File: src/rtl/vt52_pkg.sv
// Shared constants, control codes and FSM state encoding for the vt52-style
// character display write path.
package vt52_pkg;

  localparam int COLUMNS   = 80;
  localparam int ROWS      = 25;
  localparam int ROW_BITS  = 5;
  localparam int COL_BITS  = 7;
  localparam int ADDR_BITS = 11;
  localparam int CNT_BITS  = ADDR_BITS + 1;

  localparam logic [7:0] CH_CR     = 8'h0D;
  localparam logic [7:0] CH_LF     = 8'h0A;
  localparam logic [7:0] CH_BS     = 8'h08;
  localparam logic [7:0] CH_FF     = 8'h0C;
  localparam logic [7:0] CH_SPACE  = 8'h20;
  localparam logic [7:0] PRINT_MIN = 8'h20;
  localparam logic [7:0] PRINT_MAX = 8'h7E;

  typedef enum logic [2:0] {
    ST_FILL_PTR = 3'd0,
    ST_FILL     = 3'd1,
    ST_IDLE     = 3'd2,
    ST_EXEC     = 3'd3,
    ST_SCROLL   = 3'd4,
    ST_CLEAR    = 3'd5
  } state_t;

  function automatic logic is_printable(input logic [7:0] c);
    return (c >= PRINT_MIN) && (c <= PRINT_MAX);
  endfunction

endpackage

File: src/rtl/screen_writer.sv
// Write-side controller for the 80x25 character display: places printable
// bytes at the cursor, handles CR/LF/BS/FF, scrolls and blanks the buffer.
module screen_writer
  import vt52_pkg::*;
(
  input  logic                 clk,
  input  logic                 clr,
  input  logic [7:0]           char_in,
  input  logic                 char_valid,
  output logic                 char_ready,
  output logic [ROW_BITS-1:0]  cursor_row,
  output logic [COL_BITS-1:0]  cursor_col,
  output logic [ADDR_BITS-1:0] buffer_waddr,
  output logic [7:0]           buffer_din,
  output logic                 buffer_wen,
  output logic [ADDR_BITS-1:0] buffer_first_char,
  output logic                 buffer_first_char_wen
);

  localparam logic [COL_BITS-1:0]  LAST_COL  = COL_BITS'(COLUMNS - 1);
  localparam logic [ROW_BITS-1:0]  LAST_ROW  = ROW_BITS'(ROWS - 1);
  localparam logic [ADDR_BITS-1:0] ROW_STEP  = ADDR_BITS'(COLUMNS);
  localparam logic [CNT_BITS-1:0]  FILL_END  = CNT_BITS'(1 << ADDR_BITS);
  localparam logic [CNT_BITS-1:0]  CLEAR_END = CNT_BITS'(COLUMNS);

  state_t               state_r, state_s;
  logic [ADDR_BITS-1:0] first_char_r, first_char_s;
  logic [ADDR_BITS-1:0] row_addr_r, row_addr_s;
  logic [CNT_BITS-1:0]  cnt_r, cnt_s;
  logic [7:0]           char_r, char_s;
  logic [ROW_BITS-1:0]  row_s;
  logic [COL_BITS-1:0]  col_s;
  logic [ADDR_BITS-1:0] waddr_s, fc_s;
  logic [7:0]           din_s;
  logic                 wen_s, fc_wen_s, newline_s;

  assign char_ready = (state_r == ST_IDLE);

  // Next-state, cursor and registered-strobe decode.
  // Strobes are computed one cycle early so they appear in the cycle of the
  // state they belong to; the FILL pointer strobe lands in the first FILL cycle.
  always_comb begin
    state_s      = state_r;
    first_char_s = first_char_r;
    row_addr_s   = row_addr_r;
    cnt_s        = cnt_r;
    char_s       = char_r;
    row_s        = cursor_row;
    col_s        = cursor_col;
    waddr_s      = buffer_waddr;
    din_s        = buffer_din;
    wen_s        = 1'b0;
    fc_s         = buffer_first_char;
    fc_wen_s     = 1'b0;
    newline_s    = 1'b0;
    case (state_r)
      ST_FILL_PTR: begin
        fc_s     = {ADDR_BITS{1'b0}};
        fc_wen_s = 1'b1;
        cnt_s    = {CNT_BITS{1'b0}};
        state_s  = ST_FILL;
      end
      ST_FILL: begin
        if (cnt_r < FILL_END) begin
          waddr_s = cnt_r[ADDR_BITS-1:0];
          din_s   = CH_SPACE;
          wen_s   = 1'b1;
          cnt_s   = cnt_r + CNT_BITS'(1);
        end else begin
          state_s = ST_IDLE;
        end
      end
      ST_IDLE: begin
        if (char_valid) begin
          char_s  = char_in;
          state_s = ST_EXEC;
          if (is_printable(char_in)) begin
            waddr_s = row_addr_r + ADDR_BITS'(cursor_col);
            din_s   = char_in;
            wen_s   = 1'b1;
          end else begin
            wen_s   = 1'b0;
          end
        end else begin
          state_s = ST_IDLE;
        end
      end
      ST_EXEC: begin
        state_s = ST_IDLE;
        if (is_printable(char_r)) begin
          if (cursor_col < LAST_COL) begin
            col_s = cursor_col + COL_BITS'(1);
          end else begin
            col_s     = {COL_BITS{1'b0}};
            newline_s = 1'b1;
          end
        end else if (char_r == CH_CR) begin
          col_s = {COL_BITS{1'b0}};
        end else if (char_r == CH_LF) begin
          newline_s = 1'b1;
        end else if (char_r == CH_BS) begin
          if (cursor_col != {COL_BITS{1'b0}}) begin
            col_s = cursor_col - COL_BITS'(1);
          end else begin
            col_s = cursor_col;
          end
        end else if (char_r == CH_FF) begin
          row_s        = {ROW_BITS{1'b0}};
          col_s        = {COL_BITS{1'b0}};
          row_addr_s   = {ADDR_BITS{1'b0}};
          first_char_s = {ADDR_BITS{1'b0}};
          state_s      = ST_FILL_PTR;
        end else begin
          state_s = ST_IDLE;
        end
        if (newline_s) begin
          if (cursor_row < LAST_ROW) begin
            row_s      = cursor_row + ROW_BITS'(1);
            row_addr_s = row_addr_r + ROW_STEP;
          end else begin
            first_char_s = first_char_r + ROW_STEP;
            row_addr_s   = row_addr_r + ROW_STEP;
            fc_s         = first_char_r + ROW_STEP;
            fc_wen_s     = 1'b1;
            state_s      = ST_SCROLL;
          end
        end else begin
          row_addr_s = row_addr_s;
        end
      end
      ST_SCROLL: begin
        waddr_s = row_addr_r;
        din_s   = CH_SPACE;
        wen_s   = 1'b1;
        cnt_s   = CNT_BITS'(1);
        state_s = ST_CLEAR;
      end
      ST_CLEAR: begin
        if (cnt_r < CLEAR_END) begin
          waddr_s = row_addr_r + cnt_r[ADDR_BITS-1:0];
          din_s   = CH_SPACE;
          wen_s   = 1'b1;
          cnt_s   = cnt_r + CNT_BITS'(1);
        end else begin
          state_s = ST_IDLE;
        end
      end
      default: begin
        state_s = ST_FILL_PTR;
      end
    endcase
  end

  // State, cursor, pointer mirror and registered buffer outputs.
  always_ff @(posedge clk or posedge clr) begin
    if (clr) begin
      state_r               <= ST_FILL_PTR;
      first_char_r          <= {ADDR_BITS{1'b0}};
      row_addr_r            <= {ADDR_BITS{1'b0}};
      cnt_r                 <= {CNT_BITS{1'b0}};
      char_r                <= 8'h00;
      cursor_row            <= {ROW_BITS{1'b0}};
      cursor_col            <= {COL_BITS{1'b0}};
      buffer_waddr          <= {ADDR_BITS{1'b0}};
      buffer_din            <= 8'h00;
      buffer_wen            <= 1'b0;
      buffer_first_char     <= {ADDR_BITS{1'b0}};
      buffer_first_char_wen <= 1'b0;
    end else begin
      state_r               <= state_s;
      first_char_r          <= first_char_s;
      row_addr_r            <= row_addr_s;
      cnt_r                 <= cnt_s;
      char_r                <= char_s;
      cursor_row            <= row_s;
      cursor_col            <= col_s;
      buffer_waddr          <= waddr_s;
      buffer_din            <= din_s;
      buffer_wen            <= wen_s;
      buffer_first_char     <= fc_s;
      buffer_first_char_wen <= fc_wen_s;
    end
  end

endmodule

File: config.mk
export PLATFORM = sky130hd
export DESIGN_NAME = screen_writer
export DESIGN_NICKNAME = d
export VERILOG_FILES = /design/src/rtl/vt52_pkg.sv /design/src/rtl/screen_writer.sv
export SDC_FILE = /design/constraint.sdc
export NUM_CORES = 1
export LEC_CHECK = 0
export CAP_MARGIN = 10
export CELL_PAD_IN_SITES_DETAIL_PLACEMENT = 2
export CELL_PAD_IN_SITES_GLOBAL_PLACEMENT = 2
export CORE_MARGIN = 2
export CORE_UTILIZATION = 34
export CTS_BUF_LIST = sky130_fd_sc_hd__clkbuf_4 sky130_fd_sc_hd__clkbuf_8
export DETAILED_ROUTE_END_ITERATION = 10
export PLACE_DENSITY = 0.78
export RECOVER_POWER = 25
export SLEW_MARGIN = 20
export SYNTH_ARGS = -nofsm -noshare
export SYNTH_HDL_FRONTEND = slang
export SYNTH_SLANG_ARGS = --single-unit
File: constraint.sdc
create_clock -name clk -period 2.36 [get_ports clk]
set_input_delay 0.354 -clock clk [delete_from_list [all_inputs] [get_ports clk]]
set_output_delay 0.354 -clock clk [all_outputs]
set_load 0.01 [all_outputs]
==> out/results.txt <==
The pre-antenna-repair detailed-routing pass consisted of 4 iterations. No sink is reached through more buffers than the 2 on the longest clock path. Internal power comes to 2160 µW. The overall die height was 125.5 µm. The power density over the cells is 452.6 mW/mm². The largest stage delay on the critical path is 480 ps. By area, the combinational part of the netlist is dominated by compound AO/OA/AOI/OAI gates.

Sorting the synthesized cells by area gives the leading types as dfrtp_1, a22o_1, ha_1. Cell type with the highest aggregate area in the netlist: dfrtp_1. Dividing the detail-routed wire length by the instance count gives 21.69 µm.

Global routing finished with a remaining overflow of 0. The run gives 775 as the number of non-filler instances in the completed layout. After synthesis, the most frequently instantiated cells are dfrtp_1, nor2_1, nand2_1.

The adder and majority cell fraction of the synthesized area is 3.490%, and the number of post-CTS setup repair buffers is 0. The area growth from synthesis to layout is 25.72%. Summing the areas of all xor and xnor instances in the mapped netlist gives 3.315% of the synthesized area. The run gives 0 as the number of setup violations in the final report. The number of flops mapped to enable cells by yosys was 0; the wire length of the first global-routing pass was 27,560 µm.

The tools report the global routing usage summed across all routing layers as 21.77%. Summed over all layers, the routed wires come to 16,810 µm. Net switching is 24.38% of the power.

The logs give 0.005020 mm² for the cell area after synthesis and 0.2762 mV for the worst ir drop on vdd. STA classifies the critical path startpoint as a flip-flop. In this run the most critical hold path is launched from buffer_first_char[9]. The logs give 5,059 for the number of global-route vias before repair and 2610 ps for the data required time at the worst endpoint. CTS saw 85 sinks. Maximum operating frequency: 439.2 MHz. The cell count after synthesis came out at 501. The floorplan die area was 0.01575 mm²; the count of inserted antenna diode cells was 0. The logs give 2520 ps for the data arrival time of the critical path and 3 for the number of levels the H-tree was split into. The final period demand of the worst path works out to 2277 ps. Clock tree synthesis inserted a total of 9 buffers. The congestion estimate from routability-driven global placement came to 0.8306. After synthesis, flip-flops and latches occupy 42.37% of the total area. The pin count of the biggest net entering global routing was 56; the routed via count divided by cell count was 5.826. The slowest stage of the critical path is the a2111oi_1 cell.

After floorplanning, the core was sized to cover 0.01448 mm². The total number of yosys warnings is 0. Average cell area after synthesis: 10.02 µm².

Clock latency on the worst-skew pair, taken at its later pin, is 380 ps. Final-report hold violation count: 0. The tools report the end point of the most critical hold path as buffer_first_char[9]. From left edge to right edge, the die measures 125.5 µm.

Between clock sinks in the finished design, the worst skew comes to 24.43 ps. The run finished with clean final reports. The number of stages on the worst hold path was 1; the total leakage power was 0.002706 µW. The signal on the critical path passes through and3b_2 -> and2_1 -> ha_4 -> inv_2 -> a2111oi_0 -> a2111oi_1 -> o21ai_1 -> mux2_2.

The most instantiated library cell after synthesis was dfrtp_1. The simple-gate share of the synthesized area is 17.72%. In this run the worst hold path is classified as flip-flop to flip-flop.

The initial core utilization was 34.67%. The count of buffers added on input and output ports is 55. By startpoint and endpoint, the worst setup path is classified as flip-flop to flip-flop. For the number of maximum-capacitance violations, the log shows 0.

TritonCTS built the clock tree. Once detail routing completed, the nets flagged for antenna violations numbered 0. For this run, asynchronously set or reset flops after synthesis account for 100.0%. The end of the worst register-to-register path was buffer_waddr[9]. After synthesis the netlist holds a flip-flop and latch count of 85. Synthesis produced a netlist with a net count of 526.

The most used flip-flop cell after synthesis is dfrtp_1. Clock tree synthesis selected as its root buffer the cell clkbuf_8. The worst register-to-register path has a depth of 8. Share of layout cells above drive strength 1: 21.15%. The multiplexer area fraction after synthesis works out to 5.384%. The max-slew violation count was 0; the HPWL after detailed placement was 12,120 µm. Routed via count: 4,515. Sequential cells burn 51.6% of the power. The number of violations reported at the end of detailed-routing iteration 0 is 189, and the post-synthesis compound-gate area fraction is 23.18%. The critical path buffer and inverter count came out at 1. In this run the power spent charging and discharging nets is 696.3 µW. The initial antenna violation count is 0. In this run, the clock network consumes 42.5% of the power.

The tools report the logic gate share of total power as 5.9%. The setup check on the worst reg-to-reg path leaves a slack of 80 ps. The cell total after placement was 759.

Clock-pin slew was measured on the worst setup and hold paths at 90 ps. The tools report the source of the worst register-to-register timing path as state_r[1]. The tools report the count of different cell masters after synthesis as 73. The final layout contains 611 nets. The tools report the worst relative slew slack as 6.975%.

The number of cell rows is 44, and the number of remaining DRC errors is 0. The tools report the total power as 2856 µW. Grouping stages by cell kind, the critical path spends the most delay in compound AO/OA/AOI/OAI gates. The transition time at the pin with the least slew margin is 1395 ps, and the maximum fanout along the worst path is 8.

For this design the top-level I/O count stands at 56. STA classifies the critical path endpoint as a flip-flop. The share of the synthesized area in the top cell type was 42.37%; the final period utilization was 96.49%.
[layout make-up]
cell class                 instances  area (µm²)
tap                              184       230.2
inverter                          17       72.57
sequential                        85        2127
timing repair buffer             103       907.1
clock buffer                      10       137.6
clock inverter                     6       91.34
multi-input combinational        370        2745
fill                            1573        8168
[cell families (layout without fill, tap and decap cells)]
family / Yosys count / in the layout
multiplexers: 22 / 22
adder cells (fa/ha/maj): 14 / 14
buffers and inverters: 46 / 136
AO/OA/AOI/OAI: 155 / 155
XOR/XNOR: 19 / 19
flip-flops: 85 / 85
AND/OR/NAND/NOR: 160 / 160
[worst max-delay path by stage]
stage / depth (start not counted) / slack [ps] / to / start
after floorplan: 11 / 60 / buffer_waddr[9] / state_r[1]
after global placement: 8 / -90 / buffer_waddr[8] / char_in[2]
after detailed placement: 8 / -190 / buffer_waddr[7] / char_in[2]
after CTS: 9 / 1 / buffer_waddr[8] / state_r[0]
after global routing: 10 / -40 / buffer_waddr[8] / state_r[1]
final: 8 / 80 / buffer_waddr[9] / state_r[1]
[sequential cells by signal, indices dropped and copies added (netlist names)]
name	cells
cursor_col	7
buffer_wen	1
buffer_waddr	11
cursor_row	5
buffer_first_char_wen	1
first_char_r	11
row_addr_r	7
buffer_din	8
char_r	8
buffer_first_char	11
cnt_r	12
state_r	3
[power by group through the flow]
stage | sequential [µW] | clock, µW | combinational, µW
finish | 1470 | 1210 | 167
global route | 1480 | 1310 | 184
CTS | 1470 | 1250 | 174
detailed placement | 1500 | 0 | 173
global placement | 1500 | 0 | 165
floorplan | 1500 | 0 | 109
[layout by cell type, fill, tap and decap left out, types with 8 or more instances in the layout]
cell type / synthesis / routed
a22o_1: 20 / 20
inv_1: 16 / 14
buf_4: 0 / 47
o31ai_1: 18 / 18
clkbuf_8: 0 / 10
o21ai_0: 28 / 23
nand2_1: 29 / 28
mux2_2: 12 / 12
a21oi_1: 19 / 18
and2_1: 8 / 8
xnor2_1: 15 / 15
ha_1: 14 / 9
clkdlybuf4s50_1: 0 / 53
nand3_1: 15 / 15
dfrtp_1: 85 / 85
and3_1: 9 / 9
nor2_1: 38 / 37
[what timing repair did]
action / 4_1_cts / 5_1_grt
resized for setup: 5 / 21
pin swaps: 0 / 6
setup endpoints to repair: 5 / 23
hold buffers: 0 / 0
[per-stage QoR]
step	setup TNS [ps]	util, %	cell area, µm²	hold slack (ps)	worst slack (ps)
floorplan	0	-	5025	464.7	64.77
global placement	-662.0	41.57	6018	469.9	-91.67
detailed placement	-1836	41.57	6018	481.0	-190.3
CTS	0	43.29	6269	450.9	1.023
global route	-59.05	43.59	6311	532.6	-36.09
finish	0	43.59	6311	499.3	82.92
[per-layer routing]
metal / vias up / routed length, µm / track usage (%)
met5: - / 0 / 0
met4: 0 / 318 / 6.667
met3: 19 / 552 / 3.380
met2: 99 / 8840 / 39.14
met1: 2348 / 7102 / 26.78
li1: 2049 / - / -
(Power assumes the default switching activity.)
